===== config.mk =====
export PLATFORM = sky130hd
export DESIGN_NAME = wb_regfile
export DESIGN_NICKNAME = d
export VERILOG_FILES = /design/src/rtl/mips_pkg.sv /design/src/rtl/wb_regfile_read_port.sv /design/src/rtl/wb_regfile.sv
export SDC_FILE = /design/constraint.sdc
export NUM_CORES = 2
export LEC_CHECK = 0
export CAP_MARGIN = 20
export CORE_MARGIN = 4
export CORE_UTILIZATION = 25
export CTS_BUF_LIST = sky130_fd_sc_hd__clkbuf_4 sky130_fd_sc_hd__clkbuf_8
export CTS_CLUSTER_SIZE = 8
export DETAILED_ROUTE_END_ITERATION = 12
export GPL_TIMING_DRIVEN = 1
export PLACE_DENSITY = 0.4
export SYNTH_ARGS = -nofsm -noshare
export SYNTH_HDL_FRONTEND = slang
export SYNTH_HIERARCHICAL = 1
export SYNTH_SLANG_ARGS = --single-unit

===== constraint.sdc =====
create_clock -name clk -period 3.1 [get_ports clk]
set_input_delay 0.93 -clock clk [delete_from_list [all_inputs] [get_ports clk]]
set_output_delay 0.93 -clock clk [all_outputs]
set_load 0.01 [all_outputs]

===== src/rtl/mips_pkg.sv =====
// Shared MIPS datapath constants and types used by the write-back stage and
// the architectural register file.
package mips_pkg;

  localparam int DATA_W = 32;
  localparam int ADDR_W = 5;

  typedef logic [DATA_W-1:0] word_t;
  typedef logic [ADDR_W-1:0] reg_idx_t;

  // Index of the hardwired-zero register ($zero).
  localparam reg_idx_t REG_ZERO = '0;

endpackage : mips_pkg


===== src/rtl/wb_regfile_read_port.sv =====
// One combinational register-file read port for the ID stage.
// Looks up the addressed register and forces $zero to read 0.
// Optional macro WB_BYPASS_EN: when defined, a write committing this cycle
// to the addressed nonzero register is forwarded straight to the output
// (write-before-read). When undefined, the stored pre-write value is returned.
module regfile_read_port #(
  parameter int DATA_W = 32,
  parameter int ADDR_W = 5
) (
  input  logic [DATA_W-1:0] regs_i [2**ADDR_W],
  input  logic [ADDR_W-1:0] rd_idx_i,
`ifdef WB_BYPASS_EN
  input  logic              wr_en_i,
  input  logic [ADDR_W-1:0] wr_idx_i,
  input  logic [DATA_W-1:0] wr_data_i,
`endif
  output logic [DATA_W-1:0] rd_data_o
);
  import mips_pkg::*;

  logic rd_is_zero;

  assign rd_is_zero = (rd_idx_i == ADDR_W'(REG_ZERO));

  // Select stored value, zero register, or (optionally) the in-flight write.
  always_comb begin
    rd_data_o = regs_i[rd_idx_i];
`ifdef WB_BYPASS_EN
    // wr_en_i already excludes writes to $zero, so no extra guard is needed
    // here; the zero forcing below wins regardless.
    if (wr_en_i && (wr_idx_i == rd_idx_i)) begin
      rd_data_o = wr_data_i;
    end
`endif
    if (rd_is_zero) begin
      rd_data_o = '0;
    end
  end

endmodule : regfile_read_port


===== src/rtl/wb_regfile.sv =====
// Write-back stage plus architectural register file of the 5-stage MIPS
// pipeline. Selects the write-back value from MEM/WB, commits it to the
// register file, counts committed writes and serves two read ports to ID.
// Optional macro WB_BYPASS_EN enables same-cycle write-to-read forwarding
// inside the read ports; without it ID must stall one cycle on that hazard.
module wb_regfile #(
  parameter int DATA_W = 32,
  parameter int ADDR_W = 5,
  parameter int CNT_W  = 32
) (
  input  logic              clk,
  input  logic              rst_n,
  input  logic              RegWrite,
  input  logic              MemtoReg,
  input  logic [DATA_W-1:0] readData,
  input  logic [DATA_W-1:0] ALUresult,
  input  logic [ADDR_W-1:0] writeReg,
  input  logic [ADDR_W-1:0] readReg1,
  input  logic [ADDR_W-1:0] readReg2,
  output logic [DATA_W-1:0] readData1,
  output logic [DATA_W-1:0] readData2,
  output logic [DATA_W-1:0] wbData,
  output logic [CNT_W-1:0]  wbCount
);
  import mips_pkg::*;

  localparam int NUM_REGS = 2**ADDR_W;

  logic [DATA_W-1:0] regs_q [NUM_REGS];
  logic [DATA_W-1:0] regs_d [NUM_REGS];
  logic [CNT_W-1:0]  cnt_q;
  logic [CNT_W-1:0]  cnt_d;
  logic              wr_en;

  // Write-back mux: load data or ALU result, independent of RegWrite so the
  // EX stage can forward it whenever MEM/WB holds a valid instruction.
  assign wbData = MemtoReg ? readData : ALUresult;

  // Writes to $zero are dropped entirely: no state change and no count.
  // With RegWrite low the AND masks any unknown writeReg.
  assign wr_en = RegWrite && (writeReg != ADDR_W'(REG_ZERO));

  // Next-state of the register array and committed-write counter.
  always_comb begin
    regs_d = regs_q;
    cnt_d  = cnt_q;
    if (wr_en) begin
      regs_d[writeReg] = wbData;
      cnt_d            = cnt_q + 1'b1;
    end
  end

  // Register array and counter; asynchronous clear, commit on posedge.
  always_ff @(posedge clk or negedge rst_n) begin
    if (!rst_n) begin
      for (int i = 0; i < NUM_REGS; i++) begin
        regs_q[i] <= '0;
      end
      cnt_q <= '0;
    end else begin
      regs_q <= regs_d;
      cnt_q  <= cnt_d;
    end
  end

  assign wbCount = cnt_q;

  regfile_read_port #(
    .DATA_W (DATA_W),
    .ADDR_W (ADDR_W)
  ) u_rd_port1 (
    .regs_i    (regs_q),
    .rd_idx_i  (readReg1),
`ifdef WB_BYPASS_EN
    .wr_en_i   (wr_en),
    .wr_idx_i  (writeReg),
    .wr_data_i (wbData),
`endif
    .rd_data_o (readData1)
  );

  regfile_read_port #(
    .DATA_W (DATA_W),
    .ADDR_W (ADDR_W)
  ) u_rd_port2 (
    .regs_i    (regs_q),
    .rd_idx_i  (readReg2),
`ifdef WB_BYPASS_EN
    .wr_en_i   (wr_en),
    .wr_idx_i  (writeReg),
    .wr_data_i (wbData),
`endif
    .rd_data_o (readData2)
  );

endmodule : wb_regfile

# Yosys cells after proc, flatten, opt, wreduce, memory -nomap -nowiden

Index checks and enable logic that the tools add are counted.

Register bits after elaboration: 1,056
Bits of input ports: 83
Output and inout bits: 128
Word-level logic and storage cells: 58

Add/subtract/negate cells: 1
Order comparisons: 4
Muxes and demuxes: 12
Bitwise gates (word level): 3
Reduce and logical (&&, ||, !) cells: 5

Operators with widths:

| cell                                                                          | count |
|---|---|
| 1024-bit bitwise mux                                                          | 1 |
| 32-bit binary-select mux with 5-bit select                                    | 2 |
| 32-bit 2-to-1 mux                                                             | 8 |
| 32-bit demux with 5-bit select                                                | 1 |
| 32-bit by 1-bit adder with 32-bit output (second input constant)              | 1 |
| 6-bit greater-or-equal comparator (second input constant)                     | 3 |
| 5-bit inverter with 6-bit output                                              | 3 |
| 5-bit logical NOT                                                             | 2 |
| 6-bit by 1-bit less-than comparator with 1-bit output (second input constant) | 1 |
| 5-bit nonzero test                                                            | 1 |
| 1-bit logical AND                                                             | 2 |

# Depth between registers and ports, before layout

Depth in word-level cells: 6
Gate-level depth with buffers: 7
Mapped depth without buffers: 5

# Cells and area by module

The synthesis kept the hierarchy.

By module, submodules not included:

| module            | instances | cells each | area an instance (sq um) | seq. area each (sq um) |
|---|---|---|---|---|
| wb_regfile        | 1         | 3,588      | 38,260.4                 | 26,425.3 |
| regfile_read_port | 2         | 664        | 8,368.0                  | 0.0 |

# Worst setup path after synthesis

Ideal clock, no wire load.

Path kind: input port to output port
From: input readReg1[0]
To: output readData1[10]
Arrival: 2.267 ns
Required time: 2.170 ns
Path slack: -0.097 ns
Cell stages on the path: 7
Buffers on the path: 4
Cell sequence: buf_4 -> inv_2 -> buf_4 -> buf_4 -> clkbuf_1 -> o2111ai_1 -> a311oi_1

Word-level cells in the longest chain between the ends: 5
Elaborated cells between the ends (all ways): 6
Classes of those cells: 4 x mux; 1 x bitwise; 1 x reduce/logical

RTL lines:

| item                                                   | line                       | source |
|---|---|---|
| start, declared                                        | wb_regfile.sv:18           | `input logic [ADDR_W-1:0] readReg1,` |
| 5-bit inverter with 6-bit output (implied by the code) | wb_regfile_read_port.sv:27 | `rd_data_o = regs_i[rd_idx_i];` |
| 32-bit binary-select mux with 5-bit select             | wb_regfile_read_port.sv:27 |  |
| 32-bit 2-to-1 mux (implied by the code) (2 in a row)   | wb_regfile_read_port.sv:27 |  |
| 32-bit 2-to-1 mux *                                    | wb_regfile_read_port.sv:35 | `if (rd_is_zero) begin` |
| end, declared                                          | wb_regfile.sv:20           | `output logic [DATA_W-1:0] readData1,` |

Every way passes the cells marked *; elsewhere a longest branch is shown, timed or not. The select of a mux whose other input is x is not followed.

# Worst setup path in the final report

From: input readReg1[2]
To: output readData1[6]

Same word-level chain as after synthesis.

==> results by group <==
Run status
  • Status: finished, violations left
  • Failing checks: setup timing

Pwr
  • Part of the power in registers: 0.414
  • Int Pwr: 31580 µW
  • Power Dens Cells: 608.3 mW/mm²
  • Psw: 14690 µW
  • Pleak: 0.03179 µW
  • VDD IR-drop max: 0.0004681 V
  • Logic pwr share: 0.271
  • Switching part of the total power: 0.3175
  • Clock Power Share: 0.315

Clock network
  • CTS tree: built
  • Num CTS Buffers: 191
  • Root Driver: clkbuf_8
  • H-Tree Level Count: 4
  • Worst-Skew Late Latency: 0.94 ns
  • Clk buf depth: 3
  • Clock sink count: 1056
  • Clk pin slew, worst setup/hold paths: 0.05 ns

Floorplanning
  • Core area: 0.2180 mm²
  • Die W: 477.0 µm
  • Initial Utilization: 0.2523
  • Row count: 171
  • Die Y: 477.0 µm
  • I/O pin cnt: 211
  • Die area: 0.2276 mm²

STA
  • Min setup slack post-route: -0.6962 ns
  • Fin crit period: 3.796 ns
  • Worst Max-Slew Pin Slew: 0.8989 ns
  • Final hold vios: 0
  • Worst-case clock skew: 0.01900 ns
  • Fmax: 0.2634 GHz
  • Setup violators final: 64
  • Period utilization: 1.225
  • Fin Hold WS: 0.3931 ns
  • Rel. slew slack: 0.3952
  • RSZ-0062 raised after global routing: true
  • Slew Viols, Final: 0

Min path
  • HP Class: flip-flop to flip-flop

Placed design
  • Area after DPL: 0.06625 mm²
  • Port bufs: 210
  • Placer Congestion: 0.8257
  • Hpwl dp: 160300 µm

Setup path
  • CP startpoint kind: input pin
  • Slowest cell on crit path: a311oi_4
  • Kind of critical path: input pin to output pin
  • CP delay by family, top: compound AO/OA/AOI/OAI gates
  • CP max stage delay: 0.61 ns
  • CP dominant cell by count: buf_16
  • Worst-path cell chain: buf_16, buf_16, buf_4, mux2i_1, a221oi_2, o21ai_2, a311oi_4, buf_2
  • CP max FO: 6
  • CP Buf/Inv Count: 4
  • Req. time, crit path: 2.17 ns
  • Worst EP arrival: 2.87 ns
  • Worst Setup End Kind: output pin

Logic synthesis
  • Synth cell count leaders: dfrtp_1 (1056), nor2_1 (653), a21oi_1 (631), mux4_2 (448), nand2_1 (412)
  • Post-synth EDFFs: 0
  • Synthesized area: 0.05500 mm²
  • Synthesized area per cell: 11.19 µm²
  • Post-synthesis cell type count: 68
  • Post-Syn Nets: 5000
  • Post-synth ARST share: 1.000
  • Yosys Warn Count: 6
  • Largest area contributor in the netlist: dfrtp_1
  • Share of the synthesized area in the top cell type: 0.4805
  • Most common cell in the netlist: dfrtp_1
  • Register area share after synthesis: 0.4805
  • Register bit total from synthesis: 1056
  • Ys flop type: dfrtp_1
  • Mapped Cells: 4916
  • Synth top area cells: dfrtp_1 (48%), mux4_2 (18%), a21oi_1 (5.7%), nor2_1 (4.5%), o21ai_0 (3.2%)

Global routing
  • Met2 usage in global routing: 0.3454
  • Total gr overflow: 0
  • Vias in the first global route: 44270
  • Total track usage: 0.2075
  • Pin count of the biggest net entering global routing: 109
  • Grt peak-use layer: met2
  • Met1 GRT Util: 0.2834
  • First-pass GRT wire length: 342300 µm
  • Initial antenna violation count: 9
  • GR met3 Demand/Resource: 0.02664

Flow run
  • MaxCap Viol Count: 0

Route
  • Post-Route WL: 240000 µm
  • Drt drc: 0
  • Via count: 43450
  • Routed len/inst: 27.84 µm
  • DRT Pass-1 Iters: 7
  • Routed Antenna Nets: 0
  • Via density: 5.040
  • DR iter-0 viols: 3106

Layout
  • Final Util: 0.3489
  • Share of post-route cells with drive strength above 1: 0.3864
  • Area delta synth->final: 38.32%
  • Final nets: 5695
  • Design Area, Final: 0.07607 mm²
[final cells by class]
type                    instances  area [µm²]
inverters                      35       148.9
diodes                          3       7.507
repair buffers               1036       12390
well taps                    2854        3571
clock inverters                33       259.0
multi-input cells            3291       29330
fillers                     21500      142000
clock buffers                 313        3939
flip-flops and latches       1056       26430
[worst reg2reg max path: cells and delay by family (launching register included)]
family / cells / cell delay, ns
DFF: 1 / 0.47
xor gates and xnor gates: 1 / 0.18
and+or+nand+nor: 3 / 1.24
[final timing paths]
check                              from      endpoint  slack (ns)  depth (start not counted)
min in group asynchronous         rst_n   regs_q[988]        0.54                          2
setup / recovery            readReg1[2]  readData1[6]       -0.70                          8
max in group asynchronous         rst_n   regs_q[357]        1.54                          3
hold reg to reg            regs_q[1008]  regs_q[1008]        0.39                          0
hold / removal             regs_q[1008]  regs_q[1008]        0.39                          0
setup reg to reg             wbCount[9]   wbCount[31]        1.08                          4
[per-stage QoR]
step | setup WS [ns] | setup TNS, ns | total power (µW) | cells
final | -0.6962 | -37.16 | 46280 | 8621
after global routing | -0.7010 | -38.76 | 48660 | 8619
after CTS | -0.7264 | -39.07 | 46350 | 8562
after detailed placement | -1.626 | -87.23 | 30400 | 8073
after global placement | -1.664 | -87.62 | 30170 | 8072
after floorplan | -0.02352 | -1.313 | 25610 | 4916
[sequential cells by signal, summed over array words and instances (netlist names)]
signal   flops
regs_q    1024
wbCount     32
[timing repair]
action                                  4_1_cts  5_1_grt
pin swaps                                   109      109
hold buffers                                  1        0
cloned                                       24        5
setup buffers                               139       66
endpoints found under the setup margin       92       69
hold endpoints to repair                     20        0
resized for setup                           863      183
[logic make-up (layout without fill, tap and decap cells)]
family          after synthesis  count (layout)  synth area share
flops                      1056            1056            0.4805
mux                         673             673            0.2259
fa+ha+maj                     1               1         0.0002275
xor+xnor                     31              31          0.004937
simple gates               1220            1221           0.09462
buf+inv                     570            1417           0.05312
compound gates             1365            1365            0.1407
other cells                   0               3                 0
[cells in the final DEF (no fill, tap or decap), types with 59 or more instances in the layout]
cell             instances
dfrtp_1               1055
nor2_1                 646
a21oi_1                631
buf_4                  471
mux4_2                 448
nand2_1                401
o21ai_0                352
clkbuf_8               254
buf_12                 222
mux2i_1                125
buf_6                  108
clkdlybuf4s50_1        102
clkbuf_4                59
[power by group through the flow]
stage               Sequential, µW  Clock, µW  Combinational [µW]
floorplan                    18500          0                7080
global placement             19200          0               10900
detailed placement           19300          0               11100
CTS                          19100      15000               12200
global route                 19600      15600               13500
finish                       19200      14600               12500
[routing by layer]
metal,wire [µm],share of wire,vias to the layer above
li1,-,-,19340
met1,106700,0.44,22640
met2,115500,0.48,1144
met3,10570,0.044,317
met4,7297,0.030,2
met5,13,0.000054,-
No activity file was read; power rests on OpenSTA's default activity.
